<file path="src/rtl/camera64x64_reader.sv">
// camera64x64_reader
// Host-side SPI read master for the 64x64 camera. It waits for the camera
// interrupt, clocks one full frame in over SCLK/MISO, and presents each pixel
// as a byte with its index. After the last pixel, SCLK is parked low for a
// quiet gap so the camera sees the burst end and re-arms its interrupt.
//
// Parameters
//   CLKDIV  : SCLK half-period in CLK cycles (2..255)
//   PIXELS  : pixels per frame (1..4096)
//   TIMEOUT : CLK cycles to wait for INT before flagging ERR (0 disables)
//
// Ports
//   CLK, RST      : system clock, asynchronous active-high reset
//   ENABLE        : level, arms the reader for frames while high
//   INT, LOOKUP   : camera interrupt / lookup flag (asynchronous inputs)
//   MISO          : camera serial data (asynchronous input)
//   SCLK          : registered SPI clock, idle low
//   PIX_VALID     : one-cycle strobe qualifying PIX_DATA / PIX_ADDR
//   PIX_DATA      : pixel byte, MSB first on the wire
//   PIX_ADDR      : pixel index within the frame
//   FRAME_DONE    : one-cycle strobe at the end of the post-frame gap
//   FRAME_LOOKUP  : synchronized LOOKUP captured with FRAME_DONE
//   BUSY          : high while a frame is being transferred or in its gap
//   ERR           : sticky interrupt timeout flag, cleared by ENABLE low
module camera64x64_reader #(
  parameter int unsigned CLKDIV  = 4,
  parameter int unsigned PIXELS  = 4096,
  parameter logic [31:0] TIMEOUT = 32'h00010000
) (
  input  logic        CLK,
  input  logic        RST,
  input  logic        ENABLE,
  input  logic        INT,
  input  logic        LOOKUP,
  input  logic        MISO,
  output logic        SCLK,
  output logic        PIX_VALID,
  output logic [7:0]  PIX_DATA,
  output logic [11:0] PIX_ADDR,
  output logic        FRAME_DONE,
  output logic        FRAME_LOOKUP,
  output logic        BUSY,
  output logic        ERR
);

  localparam logic [7:0]  DIV_LAST = 8'(CLKDIV - 1);
  localparam logic [11:0] PIX_LAST = 12'(PIXELS - 1);
  localparam logic [11:0] GAP_LAST = 12'(16 * CLKDIV - 1);
  localparam logic [31:0] TO_LAST  = TIMEOUT - 32'd1;

  typedef enum logic [1:0] {
    IDLE,
    WAIT_INT,
    XFER,
    GAP
  } state_t;

  state_t      state;
  logic        int_meta;
  logic        int_s;
  logic        int_prev;
  logic        int_edge;
  logic        lookup_meta;
  logic        lookup_s;
  logic        miso_meta;
  logic        miso_s;
  logic [7:0]  div_cnt;
  logic [2:0]  bit_cnt;
  logic [11:0] pix_cnt;
  logic [11:0] gap_cnt;
  logic [31:0] to_cnt;
  logic [7:0]  shift_reg;
  logic [7:0]  sample;

  // The byte as it stands once the current MISO bit is shifted in; used both
  // to advance the shift register and to publish a completed pixel.
  assign sample = {shift_reg[6:0], miso_s};

  // Two-flop synchronizers for the three camera inputs, plus a registered
  // rising-edge detect on INT. Tracking int_prev in every state means a level
  // that is already high when WAIT_INT is entered never looks like an edge.
  always_ff @(posedge CLK or posedge RST) begin
    if (RST) begin
      int_meta    <= 1'b0;
      int_s       <= 1'b0;
      int_prev    <= 1'b0;
      int_edge    <= 1'b0;
      lookup_meta <= 1'b0;
      lookup_s    <= 1'b0;
      miso_meta   <= 1'b0;
      miso_s      <= 1'b0;
    end else begin
      int_meta    <= INT;
      int_s       <= int_meta;
      int_prev    <= int_s;
      int_edge    <= int_s & ~int_prev;
      lookup_meta <= LOOKUP;
      lookup_s    <= lookup_meta;
      miso_meta   <= MISO;
      miso_s      <= miso_meta;
    end
  end

  // Main controller. WAIT_INT runs the interrupt timeout; XFER divides CLK
  // down to SCLK and samples MISO on every SCLK fall, publishing a pixel per
  // eight samples; GAP holds SCLK low for 16 half-periods before reporting
  // the frame. Once XFER starts, ENABLE is not consulted until GAP ends, so a
  // frame always completes. The ERR clear sits after the case so that it
  // overrides a timeout set in the same cycle.
  always_ff @(posedge CLK or posedge RST) begin
    if (RST) begin
      state        <= IDLE;
      SCLK         <= 1'b0;
      PIX_VALID    <= 1'b0;
      PIX_DATA     <= 8'd0;
      PIX_ADDR     <= 12'd0;
      FRAME_DONE   <= 1'b0;
      FRAME_LOOKUP <= 1'b0;
      BUSY         <= 1'b0;
      ERR          <= 1'b0;
      div_cnt      <= 8'd0;
      bit_cnt      <= 3'd0;
      pix_cnt      <= 12'd0;
      gap_cnt      <= 12'd0;
      to_cnt       <= 32'd0;
      shift_reg    <= 8'd0;
    end else begin
      PIX_VALID  <= 1'b0;
      FRAME_DONE <= 1'b0;
      case (state)
        IDLE: begin
          to_cnt <= 32'd0;
          if (ENABLE) begin
            state <= WAIT_INT;
          end
        end

        WAIT_INT: begin
          if (!ENABLE) begin
            state  <= IDLE;
            to_cnt <= 32'd0;
          end else if (int_edge) begin
            state     <= XFER;
            BUSY      <= 1'b1;
            to_cnt    <= 32'd0;
            div_cnt   <= 8'd0;
            bit_cnt   <= 3'd0;
            pix_cnt   <= 12'd0;
            shift_reg <= 8'd0;
            PIX_ADDR  <= 12'd0;
          end else if (TIMEOUT != 32'd0) begin
            if (to_cnt == TO_LAST) begin
              ERR    <= 1'b1;
              to_cnt <= 32'd0;
            end else begin
              to_cnt <= to_cnt + 32'd1;
            end
          end
        end

        XFER: begin
          if (div_cnt == DIV_LAST) begin
            div_cnt <= 8'd0;
            SCLK    <= ~SCLK;
            if (SCLK) begin
              shift_reg <= sample;
              bit_cnt   <= bit_cnt + 3'd1;
              if (bit_cnt == 3'd7) begin
                PIX_DATA  <= sample;
                PIX_ADDR  <= pix_cnt;
                PIX_VALID <= 1'b1;
                bit_cnt   <= 3'd0;
                pix_cnt   <= pix_cnt + 12'd1;
                if (pix_cnt == PIX_LAST) begin
                  state   <= GAP;
                  gap_cnt <= 12'd0;
                end
              end
            end
          end else begin
            div_cnt <= div_cnt + 8'd1;
          end
        end

        GAP: begin
          if (gap_cnt == GAP_LAST) begin
            gap_cnt      <= 12'd0;
            FRAME_DONE   <= 1'b1;
            FRAME_LOOKUP <= lookup_s;
            BUSY         <= 1'b0;
            state        <= ENABLE ? WAIT_INT : IDLE;
          end else begin
            gap_cnt <= gap_cnt + 12'd1;
          end
        end

        default: begin
          state <= IDLE;
        end
      endcase

      if (!ENABLE) begin
        ERR <= 1'b0;
      end
    end
  end

endmodule

</file>
<file path="config.mk">
export PLATFORM = sky130hd
export DESIGN_NAME = camera64x64_reader
export DESIGN_NICKNAME = d
export VERILOG_FILES = /design/src/rtl/camera64x64_reader.sv
export SDC_FILE = /design/constraint.sdc
export NUM_CORES = 1
export LEC_CHECK = 0
export ABC_AREA = 1
export CORE_MARGIN = 1.5
export CORE_UTILIZATION = 47
export DETAILED_ROUTE_END_ITERATION = 16
export HOLD_SLACK_MARGIN = 0.1
export PLACE_DENSITY = 0.65
export SYNTH_ARGS = -nofsm -noshare
export SYNTH_HDL_FRONTEND = slang
export SYNTH_SLANG_ARGS = --single-unit
</file>
<file path="constraint.sdc">
create_clock -name CLK -period 7.35 [get_ports CLK]
set_input_delay 1.8375 -clock CLK [delete_from_list [all_inputs] [get_ports CLK]]
set_output_delay 1.8375 -clock CLK [all_outputs]
set_load 0.05 [all_outputs]
</file>
==> flow_summary.yaml <==
run_status:
  status: "finished clean"
setup_path:
  worst_setup_path_start_kind: "primary input"
  cp_data_arrival_time_ps: 3790
  cp-end-kind: "register"
  worstPathRequired_ps: 7590
  critPathMaxFanout: 23
  critPathKind: "in2reg"
placement:
  port_buffers: 31
  dpl.hpwl_mm: 8.18
  dpl_cell_area_sq_um: 5950
  post-place-ws_ps: 3450
  place.gp.congestion: 0.862
yosys:
  synthTopCellsByCount: "nand2_1 (202), dfrtp_1 (110), nor2_1 (88), inv_1 (62), o21ai_0 (62)"
  yosys_register_bits: 110
  synth_cell_type_count: 37
  syn_area_sq_um: 5540
  yosys.cell_count.top_type: "nand2_1"
  yosys-top-cells-area: "dfrtp_1 (50%), nand2_1 (14%), nor2_1 (6.0%), o21ai_0 (5.6%), nand3_1 (4.4%)"
  synth_top_area_share_pct: 49.7
  syn-num-nets: 709
  yosys.area.top_type: "dfrtp_1"
  postSynth.asyncResetShare_pct: 100
  syn_inst: 697
  synth_edf_count: 0
  ys.flop_type: "dfrtp_1"
  yosysWarnings: 0
  seq_area_frac_synth_pct: 49.7
  avgSynthCellArea_sq_um: 7.95
route:
  ant_nets: 0
  drt_iter0_drc: 268
  drt-wirelength-per-cell_microns: 13.3
  drc: 0
  vias_per_cell: 5.12
  vias: 4482
  drt_first_pass_iters: 6
  wl_mm: 11.6
cells_and_area:
  drive_gt1_share_pct: 7.24
  multi_input_area_sq_um: 2440
  largest_reg_flops: 32
  num-fill-cells: 1087
  fin_area_sq_um: 6260
  nets: 739
  final_core_util_pct: 54.6
  regArea_sq_um: 2750
  top_register: "to_cnt"
  area_delta_synth_final_pct: 13.1
  n_antenna_cell: 0
sta:
  setup_viol: 0
  skew_ps: 12.2
  slew_viol_final: 0
  fin_crit_ps: 3550
  worst_pin_slew_ps: 932
  holdWs_ps: 350
  max_freq_mhz: 282
  rsz0062_at_grt: "no"
  hold_viol: 0
  timing.final.crit_share_pct: 48.3
  tns_ps: 0
  relSlewSlack_pct: 37.8
  fin_ws_ps: 3800
hold_path:
  hold_path.class: "reg2reg"
grt:
  grt_pass1_wl_mm: 20.6
  overflow: 0
  grt_max_degree: 66
  track_usage_pct: 20.3
  grt_pass1_vias: 4465
  antenna_found_initial: 0
clocking:
  ctsHoldBuffers: 0
  cts_tree: "done"
  cts_setup_buffers: 0
  clk_pin_slew_ps: 80
  root_buffer: "clkbuf_16"
  clk_path_buf_depth: 2
  cts_max_level: 3
  cts-resized-gates: 0
  cts.sinks: 110
  clkLatencyLatePin_ps: 360
  cts_buffers: 9
floorplanning:
  dieArea_sq_um: 12400
  io_pins: 32
  die_x_microns: 112
  fp.dieH_microns: 112
  core_area_sq_um: 11500
  start_util_pct: 48.3
  placementRows: 39
power_and_ir_drop:
  power_density_nw_per_um2: 278
  ir_drop_uv: 207
  p_leak_nw: 2.84
job:
  maxCapViolCount: 0
-- cell families after synthesis --
logic type,after synthesis,share of synthesized area [%]
AND/OR/NAND/NOR,395,30.8
flip-flops,110,49.7
buffers and inverters,82,6.30
AO/OA/AOI/OAI,80,8.02
XOR/XNOR,24,3.80
adder cells (fa/ha/maj),6,1.36
-- power breakdown --
| group | leakage [nW] | internal (mW) | switching (mW) | total, mW |
|---|---|---|---|---|
| combinational | 1.21 | 0.143 | 0.330 | 0.473 |
| sequential | 1.48 | 0.688 | 0.0870 | 0.776 |
| clock | 0.147 | 0.244 | 0.251 | 0.495 |
-- worst max-delay path, stage by stage --
cell and delay [ps]:
clkdlybuf4s50_1 520, inv_1 110, o21ai_0 190, nand2_1 90, nor2_1 200, nand2_2 200
nand2_2 220, inv_2 210, nand2_1 100, o21ai_0 90
-- layout make-up --
cell class	count	area share, %
clock inverter	7	1.36
timing repair buffer	33	5.20
multi-input combinational	505	38.9
tap	143	2.86
inverter	68	4.12
sequential	110	44.0
clock buffer	9	3.60
-- cell usage in the layout, fill, tap and decap left out, drive strengths merged, types with 2 or more instances in the layout --
cell type / count
dfrtp: 110
o22ai: 4
xor2: 21
buf: 2
a21oi: 4
nand4: 16
xnor2: 3
clkinv: 4
nor4: 2
clkbuf: 9
o21ai: 69
nor2: 95
or2: 6
ha: 6
clkdlybuf4s50: 31
nand3: 51
nand2: 206
inv: 70
nor3: 16
-- metrics by stage --
stage / std cells / total power, mW
6_report: 875 / 1.74
3_5_place_dp: 859 / 1.26
5_1_grt: 875 / 1.86
2_1_floorplan: 697 / 1.14
4_1_cts: 875 / 1.77
3_3_place_gp: 859 / 1.24
-- metal layers --
| layer | vias to the layer above | wire length (microns) | GRT usage [%] |
|---|---|---|---|
| li1 | 2300 | - | - |
| met1 | 2120 | 5460 | 25.9 |
| met2 | 48 | 5640 | 34.3 |
| met3 | 14 | 311 | 5.28 |
| met4 | 0 | 195 | 5.99 |
| met5 | - | 0 | 0 |
-- worst paths after layout --
kind	cells past startpoint	slack (ps)	start	end
hold reg to reg	0	350	int_meta$_DFF_PP0_	int_s$_DFF_PP0_
min in group asynchronous	2	1890	RST	FRAME_DONE$_DFF_PP0_
setup / recovery	10	3800	ENABLE	PIX_ADDR[1]$_DFFE_PP0P_
hold / removal	0	350	int_meta$_DFF_PP0_	int_s$_DFF_PP0_
max in group asynchronous	3	4230	RST	to_cnt[27]$_DFFE_PP0P_
setup reg to reg	9	4240	register	PIX_ADDR[1]$_DFFE_PP0P_
No activity file was read; power rests on OpenSTA's default activity.
